==> config.mk <==
export PLATFORM = sky130hd
export DESIGN_NAME = multicycle_control
export DESIGN_NICKNAME = d
export VERILOG_FILES = /design/src/rtl/mc_pkg.sv /design/src/rtl/mc_perf_counters.sv /design/src/rtl/multicycle_control.sv
export SDC_FILE = /design/constraint.sdc
export NUM_CORES = 1
export LEC_CHECK = 0
export CAP_MARGIN = 20
export CORE_MARGIN = 3
export CORE_UTILIZATION = 40
export DETAILED_ROUTE_END_ITERATION = 12
export GPL_TIMING_DRIVEN = 1
export PLACE_DENSITY = 0.74
export SYNTH_ARGS = -nofsm -noshare
export SYNTH_HDL_FRONTEND = slang
export SYNTH_SLANG_ARGS = --single-unit
==> constraint.sdc <==
create_clock -name CLK -period 1.28 [get_ports CLK]
set_input_delay 0.192 -clock CLK [delete_from_list [all_inputs] [get_ports CLK]]
set_output_delay 0.192 -clock CLK [all_outputs]
set_load 0.02 [all_outputs]
==> src/rtl/mc_pkg.sv <==
`default_nettype none
// ============================================================================
// Module      : mc_pkg
// Description : Shared definitions for the multicycle MIPS-subset control path.
//               Holds the opcode constants, the control FSM state type, and the
//               ALUOp / ALUSrcB / PCSrc select encodings. The datapath and the
//               ALU decoder import the same package.
// Revision    : 1.0 - initial release
// ============================================================================
package mc_pkg;

    // Opcode field values, instruction bits [31:26]
    localparam logic [5:0] OP_RTYPE = 6'b000000;
    localparam logic [5:0] OP_LW    = 6'b100011;
    localparam logic [5:0] OP_SW    = 6'b101011;
    localparam logic [5:0] OP_BEQ   = 6'b000100;
    localparam logic [5:0] OP_ADDI  = 6'b001000;
    localparam logic [5:0] OP_J     = 6'b000010;

    // Control FSM states. The encoding is 4 bits wide; codes 12..15 are unused
    // and fall back to ST_FETCH.
    typedef enum logic [3:0] {
        ST_FETCH    = 4'd0,
        ST_DECODE   = 4'd1,
        ST_MEMADR   = 4'd2,
        ST_MEMRD    = 4'd3,
        ST_MEMWB    = 4'd4,
        ST_MEMWR    = 4'd5,
        ST_EXECUTE  = 4'd6,
        ST_ALUWB    = 4'd7,
        ST_BRANCH   = 4'd8,
        ST_ADDIEXEC = 4'd9,
        ST_ADDIWB   = 4'd10,
        ST_JUMP     = 4'd11
    } mc_state_t;

    // ALUOp: operation requested from the ALU decoder
    localparam logic [1:0] ALUOP_ADD   = 2'b00;
    localparam logic [1:0] ALUOP_SUB   = 2'b01;
    localparam logic [1:0] ALUOP_FUNCT = 2'b10;

    // ALUSrcB: second ALU operand
    localparam logic [1:0] ALUSRCB_B       = 2'b00;
    localparam logic [1:0] ALUSRCB_FOUR    = 2'b01;
    localparam logic [1:0] ALUSRCB_IMM     = 2'b10;
    localparam logic [1:0] ALUSRCB_IMM_SH2 = 2'b11;

    // PCSrc: next-PC source
    localparam logic [1:0] PCSRC_ALU    = 2'b00;
    localparam logic [1:0] PCSRC_ALUOUT = 2'b01;
    localparam logic [1:0] PCSRC_JUMP   = 2'b10;

    // True for every opcode this control unit knows how to sequence
    function automatic logic is_legal_op(input logic [5:0] op);
        return (op == OP_RTYPE) || (op == OP_LW)   || (op == OP_SW) ||
               (op == OP_BEQ)   || (op == OP_ADDI) || (op == OP_J);
    endfunction

endpackage
`default_nettype wire

==> src/rtl/mc_perf_counters.sv <==
`default_nettype none
// ============================================================================
// Module      : mc_perf_counters
// Description : Free-running cycle counter and retired-instruction counter for
//               the multicycle control FSM. Both wrap modulo 2^CNT_W.
// Ports       : clk          - clock, rising edge
//               rst_n        - asynchronous active-low reset, clears both
//               i_instr_done - one cycle per completed instruction
//               o_cycle_cnt  - clocks since reset release
//               o_instr_cnt  - completed instructions since reset release
// Revision    : 1.0 - initial release
// ============================================================================
module mc_perf_counters #(
    parameter int CNT_W = 32
) (
    input  logic             clk,
    input  logic             rst_n,
    input  logic             i_instr_done,
    output logic [CNT_W-1:0] o_cycle_cnt,
    output logic [CNT_W-1:0] o_instr_cnt
);

    localparam logic [CNT_W-1:0] c_ONE = {{(CNT_W-1){1'b0}}, 1'b1};

    logic [CNT_W-1:0] r_cycle_cnt;
    logic [CNT_W-1:0] r_instr_cnt;

    always_ff @(posedge clk or negedge rst_n) begin
        if (!rst_n) begin
            r_cycle_cnt <= '0;
            r_instr_cnt <= '0;
        end else begin
            r_cycle_cnt <= r_cycle_cnt + c_ONE;
            if (i_instr_done) begin
                r_instr_cnt <= r_instr_cnt + c_ONE;
            end
        end
    end

    assign o_cycle_cnt = r_cycle_cnt;
    assign o_instr_cnt = r_instr_cnt;

endmodule
`default_nettype wire

==> src/rtl/multicycle_control.sv <==
`default_nettype none
// ============================================================================
// Module      : multicycle_control
// Description : Main control FSM of the multicycle MIPS-subset datapath.
//               Sequences fetch / decode / address / memory / execute /
//               writeback and drives every datapath select and write enable.
//               Memory accesses wait on the MemReady handshake.
// Ports       : CLK, RST (async active-low), Op (opcode from IR), MemReady
//               Memory : MemRead, MemWrite, IorD
//               Regs   : IRWrite, RegDst, MemtoReg, RegWrite
//               ALU    : ALUSrcA, ALUSrcB, ALUOp
//               PC     : PCSrc, PCWrite, Branch
//               Status : IllegalOp (one-cycle pulse in DECODE)
// Options     : PERF_CNT_EN - adds CycleCnt / InstrCnt outputs (CNT_W bits)
// Revision    : 1.0 - initial release
// ============================================================================
module multicycle_control
    import mc_pkg::*;
#(
    parameter int CNT_W = 32
) (
    input  logic       CLK,
    input  logic       RST,
    input  logic [5:0] Op,
    input  logic       MemReady,
    output logic       MemRead,
    output logic       MemWrite,
    output logic       IorD,
    output logic       IRWrite,
    output logic       RegDst,
    output logic       MemtoReg,
    output logic       RegWrite,
    output logic       ALUSrcA,
    output logic [1:0] ALUSrcB,
    output logic [1:0] ALUOp,
    output logic [1:0] PCSrc,
    output logic       PCWrite,
    output logic       Branch,
    output logic       IllegalOp
`ifdef PERF_CNT_EN
    ,
    output logic [CNT_W-1:0] CycleCnt,
    output logic [CNT_W-1:0] InstrCnt
`endif
);

    if (CNT_W < 1) begin : g_bad_cnt_w
        $error("multicycle_control: CNT_W must be at least 1");
    end

    mc_state_t r_state;
    mc_state_t w_next;
    logic      w_instr_done;

    // ------------------------------------------------------------------
    // State register
    // ------------------------------------------------------------------
    always_ff @(posedge CLK or negedge RST) begin
        if (!RST) begin
            r_state <= ST_FETCH;
        end else begin
            r_state <= w_next;
        end
    end

    // ------------------------------------------------------------------
    // Next-state logic. Op is only looked at in DECODE and MEMADR;
    // MemReady only in FETCH, MEMRD and MEMWR.
    // ------------------------------------------------------------------
    always_comb begin
        w_next       = ST_FETCH;
        w_instr_done = 1'b0;
        case (r_state)
            ST_FETCH:    w_next = MemReady ? ST_DECODE : ST_FETCH;
            ST_DECODE: begin
                case (Op)
                    OP_LW, OP_SW: w_next = ST_MEMADR;
                    OP_RTYPE:     w_next = ST_EXECUTE;
                    OP_BEQ:       w_next = ST_BRANCH;
                    OP_ADDI:      w_next = ST_ADDIEXEC;
                    OP_J:         w_next = ST_JUMP;
                    // Unsupported opcode: abandon the instruction, not counted
                    default:      w_next = ST_FETCH;
                endcase
            end
            ST_MEMADR:   w_next = (Op == OP_SW) ? ST_MEMWR : ST_MEMRD;
            ST_MEMRD:    w_next = MemReady ? ST_MEMWB : ST_MEMRD;
            ST_MEMWB: begin
                w_next       = ST_FETCH;
                w_instr_done = 1'b1;
            end
            ST_MEMWR: begin
                w_next       = MemReady ? ST_FETCH : ST_MEMWR;
                w_instr_done = MemReady;
            end
            ST_EXECUTE:  w_next = ST_ALUWB;
            ST_ADDIEXEC: w_next = ST_ADDIWB;
            ST_ALUWB, ST_BRANCH, ST_ADDIWB, ST_JUMP: begin
                w_next       = ST_FETCH;
                w_instr_done = 1'b1;
            end
            default:     w_next = ST_FETCH;
        endcase
    end

    // ------------------------------------------------------------------
    // Output decode of the current state (plus MemReady in FETCH and Op
    // in DECODE). Anything not set by a state stays 0.
    // ------------------------------------------------------------------
    logic       w_mem_read;
    logic       w_mem_write;
    logic       w_iord;
    logic       w_ir_write;
    logic       w_reg_dst;
    logic       w_mem_to_reg;
    logic       w_reg_write;
    logic       w_alu_src_a;
    logic [1:0] w_alu_src_b;
    logic [1:0] w_alu_op;
    logic [1:0] w_pc_src;
    logic       w_pc_write;
    logic       w_branch;
    logic       w_illegal;

    always_comb begin
        w_mem_read   = 1'b0;
        w_mem_write  = 1'b0;
        w_iord       = 1'b0;
        w_ir_write   = 1'b0;
        w_reg_dst    = 1'b0;
        w_mem_to_reg = 1'b0;
        w_reg_write  = 1'b0;
        w_alu_src_a  = 1'b0;
        w_alu_src_b  = ALUSRCB_B;
        w_alu_op     = ALUOP_ADD;
        w_pc_src     = PCSRC_ALU;
        w_pc_write   = 1'b0;
        w_branch     = 1'b0;
        w_illegal    = 1'b0;
        case (r_state)
            ST_FETCH: begin
                // PC+4 is computed every fetch cycle, but IR and PC are only
                // loaded in the cycle the memory returns the instruction.
                w_mem_read  = 1'b1;
                w_alu_src_b = ALUSRCB_FOUR;
                w_ir_write  = MemReady;
                w_pc_write  = MemReady;
            end
            ST_DECODE: begin
                // Branch target precompute into ALUOut
                w_alu_src_b = ALUSRCB_IMM_SH2;
                w_illegal   = ~is_legal_op(Op);
            end
            ST_MEMADR: begin
                w_alu_src_a = 1'b1;
                w_alu_src_b = ALUSRCB_IMM;
            end
            ST_MEMRD: begin
                w_mem_read = 1'b1;
                w_iord     = 1'b1;
            end
            ST_MEMWB: begin
                w_reg_write  = 1'b1;
                w_mem_to_reg = 1'b1;
            end
            ST_MEMWR: begin
                w_mem_write = 1'b1;
                w_iord      = 1'b1;
            end
            ST_EXECUTE: begin
                w_alu_src_a = 1'b1;
                w_alu_op    = ALUOP_FUNCT;
            end
            ST_ALUWB: begin
                w_reg_write = 1'b1;
                w_reg_dst   = 1'b1;
            end
            ST_BRANCH: begin
                w_alu_src_a = 1'b1;
                w_alu_op    = ALUOP_SUB;
                w_pc_src    = PCSRC_ALUOUT;
                w_branch    = 1'b1;
            end
            ST_ADDIEXEC: begin
                w_alu_src_a = 1'b1;
                w_alu_src_b = ALUSRCB_IMM;
            end
            ST_ADDIWB: begin
                w_reg_write = 1'b1;
            end
            ST_JUMP: begin
                w_pc_src   = PCSRC_JUMP;
                w_pc_write = 1'b1;
            end
            default: begin
            end
        endcase
    end

    // While reset is low the state is already FETCH, but FETCH would drive
    // MemRead, so every output is additionally gated by RST to force 0.
    assign MemRead   = RST & w_mem_read;
    assign MemWrite  = RST & w_mem_write;
    assign IorD      = RST & w_iord;
    assign IRWrite   = RST & w_ir_write;
    assign RegDst    = RST & w_reg_dst;
    assign MemtoReg  = RST & w_mem_to_reg;
    assign RegWrite  = RST & w_reg_write;
    assign ALUSrcA   = RST & w_alu_src_a;
    assign ALUSrcB   = RST ? w_alu_src_b : 2'b00;
    assign ALUOp     = RST ? w_alu_op    : 2'b00;
    assign PCSrc     = RST ? w_pc_src    : 2'b00;
    assign PCWrite   = RST & w_pc_write;
    assign Branch    = RST & w_branch;
    assign IllegalOp = RST & w_illegal;

`ifdef PERF_CNT_EN
    mc_perf_counters #(
        .CNT_W (CNT_W)
    ) u_perf (
        .clk          (CLK),
        .rst_n        (RST),
        .i_instr_done (w_instr_done),
        .o_cycle_cnt  (CycleCnt),
        .o_instr_cnt  (InstrCnt)
    );
`else
    // Completion strobe only feeds the optional counters
    logic w_instr_done_unused;
    assign w_instr_done_unused = w_instr_done;
`endif

endmodule
`default_nettype wire

After elaboration in Yosys (flattened, before gate mapping)
Cells that the tools add are included.
Operators by class
  multiplexer cells: 23
  equality and inequality tests: 16
  reductions and logical operators: 13
  bitwise operators: 12
Operators with widths (count)
  $pmux W4 S7: 1
  $pmux W4 S5: 1
  $eq A4 B3 Y1 const B: 4
  $eq A4 B4 Y1 const B: 4
  $eq A6 B6 Y1 const B: 2
  $and A1 B1 Y1: 11
  $mux W1: 11
  $mux W3: 3
  $eq A4 B2 Y1 const B: 2
  $pmux W2 S2: 2
  $reduce_or A2 Y1: 4
  $eq A6 B2 Y1 const B: 1
  $eq A6 B3 Y1 const B: 1
  $eq A6 B4 Y1 const B: 1
  $logic_not A6 Y1: 1
  $mux W2: 3
  $pmux W2 S3: 1
  $logic_or A1 B1 Y1: 5
  $eq A4 B1 Y1 const B: 1
  $logic_not A4 Y1: 1
  $reduce_or A4 Y1: 1
  $reduce_or A3 Y1: 1
  $pmux W1 S2: 1
  $not A1 Y1: 1
Word-level totals
  register bits after elaboration: 4
  output and inout bits: 17

Depth between registers and ports, before layout
  word-level depth: 9
  mapped depth: 5

Least setup slack after synthesis
Ideal clock, no wire load.
  path type: register -> output
  start: register r_state[0]
  end: output port PCSrc[0]
  stages on the path, launching flop included: 5
  arrival: 1489 ps
  path slack: -401 ps
  cell sequence: dfrtp_1 buf_4 buf_2 nor3_1 buf_4
Between the ends
  longest elaborated chain between the ends: 3
RTL lines
  start, declared: RTL line multicycle_control.sv:51  | mc_state_t r_state;
  start signal, assigned: RTL line multicycle_control.sv:62  | r_state <= w_next;
  $eq A4 B4 Y1: RTL line multicycle_control.sv:140  | case (r_state)
  $pmux W2 S2 (*): RTL line multicycle_control.sv:140
  $mux W2 (*): RTL line multicycle_control.sv:212  | assign PCSrc = RST ? w_pc_src : 2'b00;
  end, declared: RTL line multicycle_control.sv:36  | output logic [1:0] PCSrc,
Mark *: on every way between the ends. The rest lies on a longest branch, timed or not.

Worst setup path after layout
  start: register r_state[3]
  end: output port RegDst
Between the ends
  longest elaborated chain between the ends: 3
RTL lines
  $eq A4 B3 Y1: RTL line multicycle_control.sv:140
  $mux W1: RTL line multicycle_control.sv:140
  $and A1 B1 Y1: RTL line multicycle_control.sv:206  | assign RegDst = RST & w_reg_dst;
  end, declared: RTL line multicycle_control.sv:30  | output logic RegDst,
Every way passes these cells.

==> results.json <==
{
  "worst_clock_skew_ns": 0.0138,
  "final_hold_viol_count": 0,
  "wirelength_mm": 3.86,
  "global_route_wire_length_before_repair_mm": 5.42,
  "maxSlewHeadroom_pct": 78.6,
  "final_period_minus_worst_setup_slack_ns": 1.68,
  "fp.dieArea_um2": 1970,
  "groute.usage.overall_pct": 39.3,
  "final_worst_setup_slack_ns": -0.400,
  "setup.worst_path.class": "reg2out",
  "syn_inst": 79,
  "setup_repair_after_global_routing_missed_its_margin": "yes",
  "postCtsHoldBufs": 0,
  "number_of_distinct_library_cell_variants_in_the_gate_level_netlist_after_synthesis": 34,
  "path_clk_slew_ns": 0.05,
  "synth_edf_count": 0,
  "core_region_area_um2": 1330,
  "fin_setup_tns_ns": -6.16,
  "gp_congestion": 0.793,
  "detail-route-antenna-nets": 0,
  "biggestRegsByFlops": "r_state (4)",
  "finish.instance_area_um2": 1290,
  "clock_path_buffers": 2,
  "clock_latency_ns": 0.25,
  "syn-num-nets": 88,
  "timing.hold.worst.class": "in2async",
  "totalPowerFinal_mw": 2.52,
  "dr.pass1.iters": 6,
  "tightest_slew_ns": 0.319,
  "run_status": "complete, but fails checks",
  "first_global_vias": 995,
  "timing.max_cap.violations": 0,
  "numPortBuffers": 25,
  "number_of_design_rule_violations_left_after_detail_routing": 0,
  "cts_inserted_buffers": 3,
  "route.detailed.vias_per_inst": 7.03,
  "nNetsFinal": 146,
  "place_inst": 142,
  "die_width_um": 44.3,
  "leakage_nw": 0.590,
  "crit_path_end_kind": "output port",
  "synth_top_flop_cell": "sky130_fd_sc_hd__dfrtp_1",
  "post-synth-top-area-cell": "sky130_fd_sc_hd__dfrtp_1",
  "fmax_mhz": 595,
  "clkSinkCount": 4,
  "dpl_cell_area_um2": 1100,
  "max_flop_register": "r_state",
  "final_min_period_over_clock_period_pct": 131,
  "violations": "negative setup slack",
  "largest_net_degree_at_the_start_of_global_routing": 9,
  "final-max-slew-violation-count": 0,
  "route.detailed.wl_per_inst_um": 25.7,
  "synth-seq-area-share_pct": 17.0,
  "floorplan.rows": 13,
  "largest_reg_flops": 4,
  "syn-mean-instance-area_um2": 7.44,
  "antenna_found_initial": 0,
  "drt_iter0_drc": 136,
  "grt_use_met3_pct": 9.35,
  "holdWs_ns": 0.215,
  "timing.critical_path.from_type": "flop",
  "die_height_um": 44.3,
  "synth_area_um2": 588,
  "ys_top_cells_by_area": "sky130_fd_sc_hd__dfrtp_1 17%, sky130_fd_sc_hd__nor3_1 7.7%, sky130_fd_sc_hd__nor4b_2 7.7%",
  "vdd_ir_max_uv": 1720,
  "grtUsageMet2_pct": 65.4,
  "worst_ep_arrival_time_ns": 1.49,
  "count_of_non_filler_cells_in_the_finished_layout": 150,
  "synth-seq-cells": 4,
  "use_met1_pct": 46.2,
  "clock_tree.htree_level_count": 1,
  "synth_commonest_cells": "9 x sky130_fd_sc_hd__nor3_1, 8 x sky130_fd_sc_hd__nand2_1, 8 x sky130_fd_sc_hd__nor2_1",
  "yosys.cell_count.top_type": "sky130_fd_sc_hd__nor3_1",
  "floorplan.io_pins": 26,
  "layout-area-overhead-vs-synth_pct": 119,
  "drive_gt1_share_pct": 66.7,
  "power.density_cell_area_nw_per_um2": 1960,
  "synth-async-reset-ratio_pct": 100,
  "antennaDiodeCount": 0,
  "dp.final_hpwl_mm": 1.79,
  "synth.top_cell.area_share_pct": 17.0,
  "cts_root_buffer": "sky130_fd_sc_hd__clkbuf_4",
  "critical_path_peak_fanout": 7,
  "data_required_time_at_the_worst_endpoint_ns": 1.09,
  "postLayoutCoreUtil_pct": 96.6,
  "globalRoute.totalOverflow": 0,
  "ys_warn_count": 0,
  "detailroute.via_count": 1054,
  "timing.final.setup_violations": 20,
  "tritoncts": "done",
  "global_route.peak_usage_layer": "met2",
  "start_util_pct": 44.1,
  "worst_slack_at_placement_ns": -0.902
}
-- routing by layer --
metal  vias to the layer above  share of wire, %
li1                        406                 -
met1                       459                32
met2                       136                44
met3                        53                14
met4                         0               9.9
met5                         -                 0
-- where the power goes --
part           switching (mW)  total, mW  internal (mW)
sequential              0.121      0.294          0.174
combinational            1.07       2.06          0.981
clock                  0.0649      0.171          0.106
total                    1.26       2.52           1.26
-- final cells by class --
cell class	count	area (um^2)
multi-input cells	65	609
repair buffers	61	527
flip-flops and latches	4	104
fillers	25	45.0
clock buffers	3	22.5
well taps	15	18.8
inverters	2	7.51
-- cell usage in the layout (no fill, tap or decap), drive strengths merged, types with 2 or more instances in the layout --
| cell type | instances |
|---|---|
| nor3 | 9 |
| nand2 | 8 |
| dlygate4sd2 | 7 |
| and3 | 2 |
| clkbuf | 3 |
| nand3 | 4 |
| inv | 2 |
| dfrtp | 4 |
| o211ai | 2 |
| o211a | 2 |
| buf | 53 |
| nor4b | 4 |
| o221ai | 2 |
| nand3b | 2 |
| a21oi | 3 |
| xor2 | 3 |
| nand2b | 2 |
| nor2 | 9 |
| o21ai | 2 |
-- repair_timing --
item | CTS | global route
setup buffers | 3 | 3
cloned | 1 | 0
endpoints found under the setup margin | 20 | 20
pin swaps | 5 | 2
resized for setup | 119 | 15
-- cells by family (layout without fill, tap and decap cells) --
kind of cell | count (synthesis) | count (layout) | synth area share (%)
and+or+nand+nor | 46 | 46 | 47.0
AOI/OAI and AO/OA | 15 | 15 | 18.5
buffers and inverters | 10 | 66 | 11.5
xor gates and xnor gates | 4 | 4 | 5.96
DFF | 4 | 4 | 17.0
-- worst max-delay path: stages (launching register included) --
cell	delay, ns
sky130_fd_sc_hd__dfrtp_2	0.50
sky130_fd_sc_hd__nand3b_1	0.35
sky130_fd_sc_hd__nor2_1	0.21
sky130_fd_sc_hd__buf_4	0.17
-- final timing paths --
kind | start | endpoint | slack [ns] | cells after the start
min in group CLK | Op[2] | r_state[0] | 0.62 | 5
hold reg to reg | r_state[1] | r_state[3] | 0.76 | 3
setup reg to reg | r_state[1] | r_state[0] | -0.21 | 6
max in group asynchronous | RST | r_state[2] | 0.93 | 2
hold / removal | RST | r_state[0] | 0.22 | 2
setup / recovery | r_state[3] | RegDst | -0.40 | 3
Note: power is estimated with default switching activity, not from simulation.
